$ cat config.mk
export PLATFORM = sky130hd
export DESIGN_NAME = bpred_event_counters
export DESIGN_NICKNAME = d
export VERILOG_FILES = /design/src/rtl/bpred_event_counters_pkg.sv /design/src/rtl/bpred_event_counters_ctr.sv /design/src/rtl/bpred_event_counters.sv
export SDC_FILE = /design/constraint.sdc
export NUM_CORES = 2
export LEC_CHECK = 0
export ABC_AREA = 0
export CAP_MARGIN = 0
export CORE_MARGIN = 2
export CORE_UTILIZATION = 56
export CTS_CLUSTER_DIAMETER = 40
export DETAILED_ROUTE_END_ITERATION = 8
export PLACE_DENSITY_LB_ADDON = 0.05
export SLEW_MARGIN = 20
export SYNTH_ARGS = -nofsm -noshare
export SYNTH_HDL_FRONTEND = slang
export SYNTH_SLANG_ARGS = --single-unit
$ cat constraint.sdc
create_clock -name clk -period 24.8 [get_ports clk]
set_input_delay 4.96 -clock clk [delete_from_list [all_inputs] [get_ports clk]]
set_output_delay 4.96 -clock clk [all_outputs]
set_load 0.01 [all_outputs]
$ cat src/rtl/bpred_event_counters_pkg.sv
// Shared definitions for the branch-predictor event counters.
// Counter index map and the W-stage event bundle.
package cvw;

  localparam int BPC_BRANCH      = 0;
  localparam int BPC_JUMP        = 1;
  localparam int BPC_RETURN      = 2;
  localparam int BPC_CALL        = 3;
  localparam int BPC_BPWRONG     = 4;
  localparam int BPC_DIRWRONG    = 5;
  localparam int BPC_BTAWRONG    = 6;
  localparam int BPC_RASWRONG    = 7;
  localparam int BPC_ICLASSWRONG = 8;
  localparam int BPC_NUM         = 9;

  localparam int BPC_SEL_W = 4;

  // One retired instruction as seen by the W stage.
  typedef struct packed {
    logic       valid;
    logic [3:0] cls;
    logic       bp_wrong;
    logic       dir_wrong;
    logic       bta_wrong;
    logic       ras_wrong;
    logic       iclass_wrong;
  } bpc_w_t;

  // Flatten a W bundle into one event bit per counter index.
  function automatic logic [BPC_NUM-1:0] bpc_events(
    input bpc_w_t w
  );
    logic [BPC_NUM-1:0] e;
    e                  = '0;
    e[BPC_BRANCH]      = w.cls[0];
    e[BPC_JUMP]        = w.cls[1];
    e[BPC_RETURN]      = w.cls[2];
    e[BPC_CALL]        = w.cls[3];
    e[BPC_BPWRONG]     = w.bp_wrong;
    e[BPC_DIRWRONG]    = w.dir_wrong;
    e[BPC_BTAWRONG]    = w.bta_wrong;
    e[BPC_RASWRONG]    = w.ras_wrong;
    e[BPC_ICLASSWRONG] = w.iclass_wrong;
    return e;
  endfunction

endpackage

$ cat src/rtl/bpred_event_counters_ctr.sv
// One wrapping event counter with a sticky overflow flag.
// Priority: clear, then write, then increment, else hold.
module bpred_event_ctr
  import cvw::*;
#(
  parameter int CTR_W = 64
) (
  input  logic             clk,
  input  logic             reset,
  input  logic             clr_i,
  input  logic             wr_i,
  input  logic [CTR_W-1:0] wdata_i,
  input  logic             inc_i,
  output logic [CTR_W-1:0] cnt_o,
  output logic             ovf_o
);

  logic [CTR_W-1:0] cnt_q, cnt_d;
  logic             ovf_q, ovf_d;

  // Next count/overflow; a write wins over and drops a same-cycle increment.
  always_comb begin
    cnt_d = cnt_q;
    ovf_d = ovf_q;
    if (clr_i) begin
      cnt_d = '0;
      ovf_d = 1'b0;
    end else if (wr_i) begin
      cnt_d = wdata_i;
      ovf_d = 1'b0;
    end else if (inc_i) begin
      cnt_d = cnt_q + CTR_W'(1);
      if (&cnt_q) ovf_d = 1'b1;
    end
  end

  // Counter and overflow state.
  always_ff @(posedge clk or posedge reset) begin
    if (reset) begin
      cnt_q <= '0;
      ovf_q <= 1'b0;
    end else begin
      cnt_q <= cnt_d;
      ovf_q <= ovf_d;
    end
  end

  assign cnt_o = cnt_q;
  assign ovf_o = ovf_q;

endmodule

$ cat src/rtl/bpred_event_counters.sv
// W-stage branch-predictor event counters with a CSR-style
// select/read/write port, inhibit mask and sticky overflow.
module bpred_event_counters
  import cvw::*;
#(
  parameter int CTR_W   = 64,
  parameter int NUM_CTR = BPC_NUM
) (
  input  logic                 clk,
  input  logic                 reset,
  input  logic                 StallW,
  input  logic                 FlushW,
  input  logic                 InstrValidM,
  input  logic [3:0]           InstrClassM,
  input  logic                 BPWrongM,
  input  logic                 BPDirPredWrongM,
  input  logic                 BTAWrongM,
  input  logic                 RASPredPCWrongM,
  input  logic                 IClassWrongM,
  input  logic [BPC_SEL_W-1:0] CtrSel,
  input  logic                 RdReq,
  output logic                 RdValid,
  output logic [CTR_W-1:0]     RdData,
  input  logic                 WrEn,
  input  logic [CTR_W-1:0]     WrData,
  input  logic                 MaskWrEn,
  input  logic [NUM_CTR-1:0]   MaskData,
  input  logic                 ClearAll,
  output logic [NUM_CTR-1:0]   OvfFlags
);

  bpc_w_t m_evt;
  bpc_w_t w_q, w_d;

  logic [NUM_CTR-1:0] mask_q, mask_d;
  logic [NUM_CTR-1:0] evt_w;
  logic [NUM_CTR-1:0] inc;
  logic [NUM_CTR-1:0] wr_hit;
  logic [CTR_W-1:0]   cnt [NUM_CTR];

  logic [CTR_W-1:0] rd_mux;
  logic [CTR_W-1:0] rd_data_q, rd_data_d;
  logic             rd_valid_q;

  assign m_evt = '{
    valid:        InstrValidM,
    cls:          InstrClassM,
    bp_wrong:     BPWrongM,
    dir_wrong:    BPDirPredWrongM,
    bta_wrong:    BTAWrongM,
    ras_wrong:    RASPredPCWrongM,
    iclass_wrong: IClassWrongM
  };

  // W event register: flush squashes unconditionally, stall holds.
  always_comb begin
    w_d = w_q;
    if (FlushW)       w_d = '0;
    else if (!StallW) w_d = m_evt;
  end

  // W event and inhibit-mask state.
  always_ff @(posedge clk or posedge reset) begin
    if (reset) begin
      w_q    <= '0;
      mask_q <= '0;
    end else begin
      w_q    <= w_d;
      mask_q <= mask_d;
    end
  end

  // Mask reload; ClearAll deliberately leaves it alone.
  always_comb begin
    mask_d = mask_q;
    if (MaskWrEn) mask_d = MaskData;
  end

  // A stalled W is not counted, so a held instruction counts once.
  assign evt_w = NUM_CTR'(bpc_events(w_q));
  assign inc   = evt_w
               & {NUM_CTR{w_q.valid & ~StallW}}
               & ~mask_q;

  for (genvar i = 0; i < NUM_CTR; i++) begin : g_ctr
    assign wr_hit[i] = WrEn && (int'(CtrSel) == i);

    bpred_event_ctr #(
      .CTR_W (CTR_W)
    ) u_ctr (
      .clk     (clk),
      .reset   (reset),
      .clr_i   (ClearAll),
      .wr_i    (wr_hit[i]),
      .wdata_i (WrData),
      .inc_i   (inc[i]),
      .cnt_o   (cnt[i]),
      .ovf_o   (OvfFlags[i])
    );
  end

  // Read mux; out-of-range selects read as zero.
  always_comb begin
    rd_mux = '0;
    for (int i = 0; i < NUM_CTR; i++) begin
      if (int'(CtrSel) == i) rd_mux = cnt[i];
    end
  end

  // RdData holds between requests.
  always_comb begin
    rd_data_d = rd_data_q;
    if (RdReq) rd_data_d = rd_mux;
  end

  // Read response registers.
  always_ff @(posedge clk or posedge reset) begin
    if (reset) begin
      rd_data_q  <= '0;
      rd_valid_q <= 1'b0;
    end else begin
      rd_data_q  <= rd_data_d;
      rd_valid_q <= RdReq;
    end
  end

  assign RdData  = rd_data_q;
  assign RdValid = rd_valid_q;

endmodule

; Word-level counts from Yosys, hierarchy flattened
; Cells that the tools add are included.
[totals]
reg_bits = 669
inputBits = 95
out_inout_bits = 74
word_cells = 171
[classes]
addsub = 9
eq_ne = 9
n_mux = 74
bitwise_logic = 5
reduce_logical = 46
[ops]
columns = cell, n
row1 = $mux 64, 36
row2 = $add 64x1->64 const B, 9
row3 = $reduce_and 64->1, 9
row4 = $reduce_bool 3->1, 18
row5 = $mux 1, 36
row6 = $eq 4x4->1 const B, 5
row7 = $mux 10, 2
row8 = $and 9x9->9, 2
row9 = $reduce_and 2->1, 9
row10 = $logic_and 1x1->1, 9
row11 = $not 9->9, 1
row12 = $eq 4x3->1 const B, 2
row13 = $eq 4x2->1 const B, 1
row14 = $logic_not 4->1, 1
row15 = $ne 2x1->1 const B, 1
row16 = $and 1x1->1, 1
row17 = $not 1->1, 1

; Logic depth before layout (Yosys ltp)
[logic_depth]
depth_word = 10
depth_mapped = 9
depth_no_buf = 7

; Hierarchy
; Synthesis repeated with hierarchy kept, for this count alone.
[hier_totals]
cells_unflattened = 5604
hier_area_um2 = 45692.6
[by_module_without_submodules]
columns = module, n_inst, cells_per_inst, area_per_inst_um2, seq_area_each_um2
row1 = bpred_event_ctr, 9, 503, 4175.3, 1626.6
row2 = bpred_event_counters, 1, 1077, 8115.3, 2102.0

; Worst setup path after synthesis
; Ideal clock, no wire load.
[synth_path]
path_kind = input -> register
start = input StallW
end = register g_ctr[5].u_ctr.cnt_q[58]
setup_ns = 0.099
arrival_time_ns = 6.928
t_required_ns = 24.701
setup_slack_ns = 17.773
stages = 8
path_buffers = 2
cell_sequence = nor4bb_1 -> buf_2 -> and2_1 -> and3_1 -> or4b_1 -> clkbuf_1 -> or3_1 -> a311oi_1
[synth_via]
elab_chain_cells = 5
[synth_rtl]
columns = item, line_no
row1 = "start, declared", bpred_event_counters.sv:11  ; input logic StallW,
row2 = $not 1->1, bpred_event_counters.sv:82  ; & {NUM_CTR{w_q.valid & ~StallW}}
row3 = $and 1x1->1, bpred_event_counters.sv:82
row4 = $and 9x9->9, bpred_event_counters.sv:82
row5 = $and 9x9->9, bpred_event_counters.sv:83  ; & ~mask_q;
row6 = $reduce_bool 3->1 (no source line), -
row7 = "end signal, assigned", bpred_event_counters_ctr.sv:43  ; cnt_q <= cnt_d;
row8 = "end, declared", bpred_event_counters_ctr.sv:18  ; logic [CTR_W-1:0] cnt_q, cnt_d;
; Every way passes these cells.
; A chain may end at the register's enable or synchronous reset.

; Worst setup path after layout
[layout_path]
start = input StallW
end = register g_ctr[3].u_ctr.cnt_q[62]
[layout_via]
elab_chain_cells = 5
[layout_rtl]
columns = item, line_no
row1 = $not 1->1, bpred_event_counters.sv:82
row2 = $and 1x1->1, bpred_event_counters.sv:82
row3 = $and 9x9->9, bpred_event_counters.sv:82
row4 = $and 9x9->9, bpred_event_counters.sv:83
row5 = $reduce_bool 3->1 (no source line), -
row6 = "end signal, assigned", bpred_event_counters_ctr.sv:43
row7 = "end, declared", bpred_event_counters_ctr.sv:18
; Every way passes these cells.

==> results.md <==
- The analysis attributes to cell leakage a power of between 15 and 20 nW.
- In this run the vertical extent of the chip is 280.1 um.
- The normalized max-slew margin is between 10% and 20%.
- The number of DRC violations after detailed routing is 0.
- The setup path with the least slack is of type primary input to flip-flop.
- In the synthesized netlist the async set-or-reset flop fraction comes to between 90% and 100%.
- The first-pass GRT wire length is roughly 250000 um.
- The number of hold violations in the final report is 0.
- After synthesis the netlist holds a flip-flop and latch count of 669.
- Buffers inserted during clock tree synthesis total between 100 and 150.
- By area the synthesized netlist is led by sky130_fd_sc_hd__dfrtp_1 (39%), sky130_fd_sc_hd__a211oi_1 (7.7%), sky130_fd_sc_hd__nor2_1 (6.4%).
- For the pin with the worst max-slew slack, the measured transition is about 1.3 ns.
- In the final routed layout, each cell accounts on average for 28.82 um.
- The total of warnings raised by yosys is 0.
- The cell area that synthesis handed to floorplanning was 0.04270 sq mm.
- For this run the aggregate overflow at the end of global routing stands at 0.
- After synthesis, the most frequently instantiated cells are sky130_fd_sc_hd__nor2_1 (727), sky130_fd_sc_hd__dfrtp_1 (669), sky130_fd_sc_hd__a211oi_1 (438).
- The number of maximum-capacitance constraint violations is 0.
- For this run, the post-layout net count is ~5000.
- Based on the critical path, the design can be clocked at up to roughly 130 MHz.
- Cells with a size suffix above 1 make up roughly 8.4% of the layout.
- The number of nets handed over by synthesis was about 5000.
- The share of synthesized area occupied by flip-flops and latches is between 30% and 40%.
- The number of global-route vias before repair is approximately 38000.
- The initial core utilization is between 50% and 60%.
- The number of different library cells used by synthesis comes to 73.
- The number of antenna violations at the first check in global routing is 4.
- Across the VDD grid, the largest voltage drop is approximately 0.071 mV.
- The worst endpoint required time is ~25 ns.
- Including well taps, the total number of placed cells is around 5800.
- The cts-stage hold buffer count is 0.
- The buffer cell driving the clock tree root is sky130_fd_sc_hd__clkbuf_16.
- The critical path startpoint category is a primary input.
- The core box area is roughly 0.076 sq mm.
- The signal on the critical path passes through clkdlybuf4s50_1 -> buf_4 -> nand4bb_1 -> nor4_2 -> nand3_1 -> nor4b_1 -> xnor2_1 -> a211oi_1.
- The cell with the largest stage delay on the worst path is sky130_fd_sc_hd__nor4_2.
- The pre-antenna-repair detailed-routing pass consisted of 6 iterations.
- The commonest register cell after synthesis is sky130_fd_sc_hd__dfrtp_1.
- Across every metal layer, demand over resource in global routing totals 43.55%.
- The area growth from synthesis to layout is 15.19%.
- The category of the worst setup path capture point is a flip-flop.
- The number of nets with antenna violations after routing is 0.
- The critical path starts at StallW.
- The die is ~280 um wide.
- Clock-pin slew was measured on the worst setup and hold paths at approximately 0.050 ns.
- The power density over the cells is between 60 and 70 mW/mm^2.
- The number of buffers on the longest clock path is 3.
- The final non-filler cell total is between 6000 and 7000.
- The tree built by TritonCTS fans out to 669 sinks.
- Summed over all failing endpoints, the final setup total negative slack is 0 ns.
- The biggest area consumer among synthesized cells is sky130_fd_sc_hd__dfrtp_1.
- Entering global routing, the biggest net connects 163 pins.
- Setup violations remaining at the end of the flow were counted as 0.
- After clock tree synthesis, the repair step resized 0 gates.
- The number of fillers in the final layout is 6389.
- For the finished layout, the period the worst path requires is between 7 and 8 ns.
- The floorplan step defined a die boundary enclosing ~0.078 sq mm.
- Dividing the final minimum period by the clock period gives between 30% and 40%.
- The cell row count is around 100.
- The number of max-slew violations in the final report is 0.
- The number of I/O pins is roughly 170.
- The routed layout has about 42000 vias.
- Among all cell types in the netlist, the one instantiated most often is sky130_fd_sc_hd__nor2_1.
- The flow ran to the end, and the final reports show no timing, DRC or antenna violations.
- The final worst clock skew is roughly 0.034 ns.
- The H-tree generated during clock tree synthesis spans 4 levels.
- Once the clock tree was built, the setup fixing pass inserted 0 buffers.
- Setup repair after global routing left no endpoint under its margin.
- The startpoint identified for the worst hold timing path is g_ctr[0].u_ctr.ovf_o.
- The worst stage delay on the critical path is ~0.87 ns.
- Wires add up to 173100 um.
- Synthesis produced a netlist whose cell count is a little under 5000.
- TritonCTS built the clock tree.
- Dividing the detail-routed via count by the number of cells gives approximately 7.0.
- The number of enable flip-flop cells after synthesis is 0.
- The synthesized area per cell is around 8.6 sq um.
- The tightest min-delay check is of the flip-flop to flip-flop type.
- Data on the critical path arrives at its endpoint at ~8.6 ns.
- Clock latency on the worst-skew pair, taken at its later pin, is roughly 0.74 ns.
- In this run the worst path has a maximum fanout of 27.
- Detailed placement finished with a half-perimeter wire length of about 120000 um.
- The final RePlAce weighted congestion is between 1 and 1.5.
- The startpoint identified for the worst register-to-register timing path is w_q[9].
- Port buffering added ~170 buffers.
- The DRC marker count from the first detailed-route iteration is ~6400.
- The share of the synthesized area in the top cell type is between 30 and 40%.
## registers in the layout, summed over array words and instances, names as in the netlist
signal / flops
RdData: 64
RdValid: 1
evt_w: 9
g_ctr.u_ctr.cnt_o: 576
g_ctr.u_ctr.ovf_o: 9
mask_q: 9
w_q: 1
## final cells by class
type,instances,area (sq um),share of cell area (%)
diodes,3,7.507,0.01526
repair buffers,232,2221,4.515
clock buffers,165,3608,7.337
well taps,978,1224,2.488
multi-input cells,3810,24260,49.33
flip-flops and latches,669,16740,34.04
inverters,77,296.5,0.6029
clock inverters,71,825.8,1.679
## power by group
group          leakage, nW  total [mW]  internal, mW  switching (mW)
combinational         6.57       0.237        0.0761           0.161
sequential            9.17        1.16          1.12          0.0403
clock                 2.16        1.80          1.15           0.645
## metrics by stage
| stage | setup slack, ns | util (%) | instance area, sq um | total power, mW | hold slack [ns] |
|---|---|---|---|---|---|
| 3_5_place_dp | 16.25 | 59.07 | 44710 | 1.407 | 0.4902 |
| 6_report | 16.87 | 64.98 | 49180 | 3.198 | 0.4931 |
| 5_1_grt | 16.68 | 64.97 | 49180 | 3.271 | 0.5184 |
| 3_3_place_gp | 16.32 | 59.07 | 44710 | 1.405 | 0.4762 |
| 2_1_floorplan | 1.089 | - | 42700 | 1.293 | 0.4637 |
| 4_1_cts | 16.98 | 64.93 | 49150 | 3.192 | 0.5006 |
## kinds of logic after synthesis
logic type,count (synthesis),synth area share [%]
AND/OR/NAND/NOR,2192,25.38
adder cells (fa/ha/maj),9,0.2637
multiplexers,93,3.874
XOR/XNOR,446,9.148
AO/OA/AOI/OAI,1070,17.75
flip-flops,669,39.21
buffers and inverters,482,4.375
## routing by layer
metal	track usage [%]	share of wire [%]
met3	12.29	13
met1	61.23	39
met4	20.51	5.3
met2	61.94	42
met5	0	0.0081
## layout by cell type (no fill, tap or decap), types with 75 or more instances in the layout
cell type,netlist,final
sky130_fd_sc_hd__nand4_1,204,204
sky130_fd_sc_hd__a21oi_1,119,119
sky130_fd_sc_hd__dfrtp_1,669,669
sky130_fd_sc_hd__xnor2_1,275,275
sky130_fd_sc_hd__nor3_1,161,160
sky130_fd_sc_hd__clkdlybuf4s50_1,0,164
sky130_fd_sc_hd__inv_1,76,75
sky130_fd_sc_hd__clkbuf_16,0,133
sky130_fd_sc_hd__nor2_1,727,722
sky130_fd_sc_hd__a211oi_1,438,438
sky130_fd_sc_hd__nand2_1,405,401
sky130_fd_sc_hd__o21ai_0,162,162
sky130_fd_sc_hd__nor4_1,136,135
sky130_fd_sc_hd__nand3_1,220,216
sky130_fd_sc_hd__xor2_1,171,171
## critical path, delay by kind of cell
family,cells,cell delay (ns)
compound gates,1,0.23
buf+inv,2,0.67
xor+xnor,1,0.11
simple gates,4,2.57
## path summary, 6_finish.rpt
path	end	slack, ns	cells past startpoint
worst max-delay path	g_ctr[3].u_ctr.cnt_o[62]	16.87	8
worst min-delay path	g_ctr[0].u_ctr.ovf_o	0.49	1
worst max register to register	g_ctr[3].u_ctr.cnt_o[62]	21.02	6
worst min register to register	g_ctr[0].u_ctr.ovf_o	0.49	1
max in group asynchronous	g_ctr[7].u_ctr.cnt_o[37]	18.07	4
min in group asynchronous	g_ctr[4].u_ctr.cnt_o[49]	4.71	2
Power figures use the tool's default switching activity.
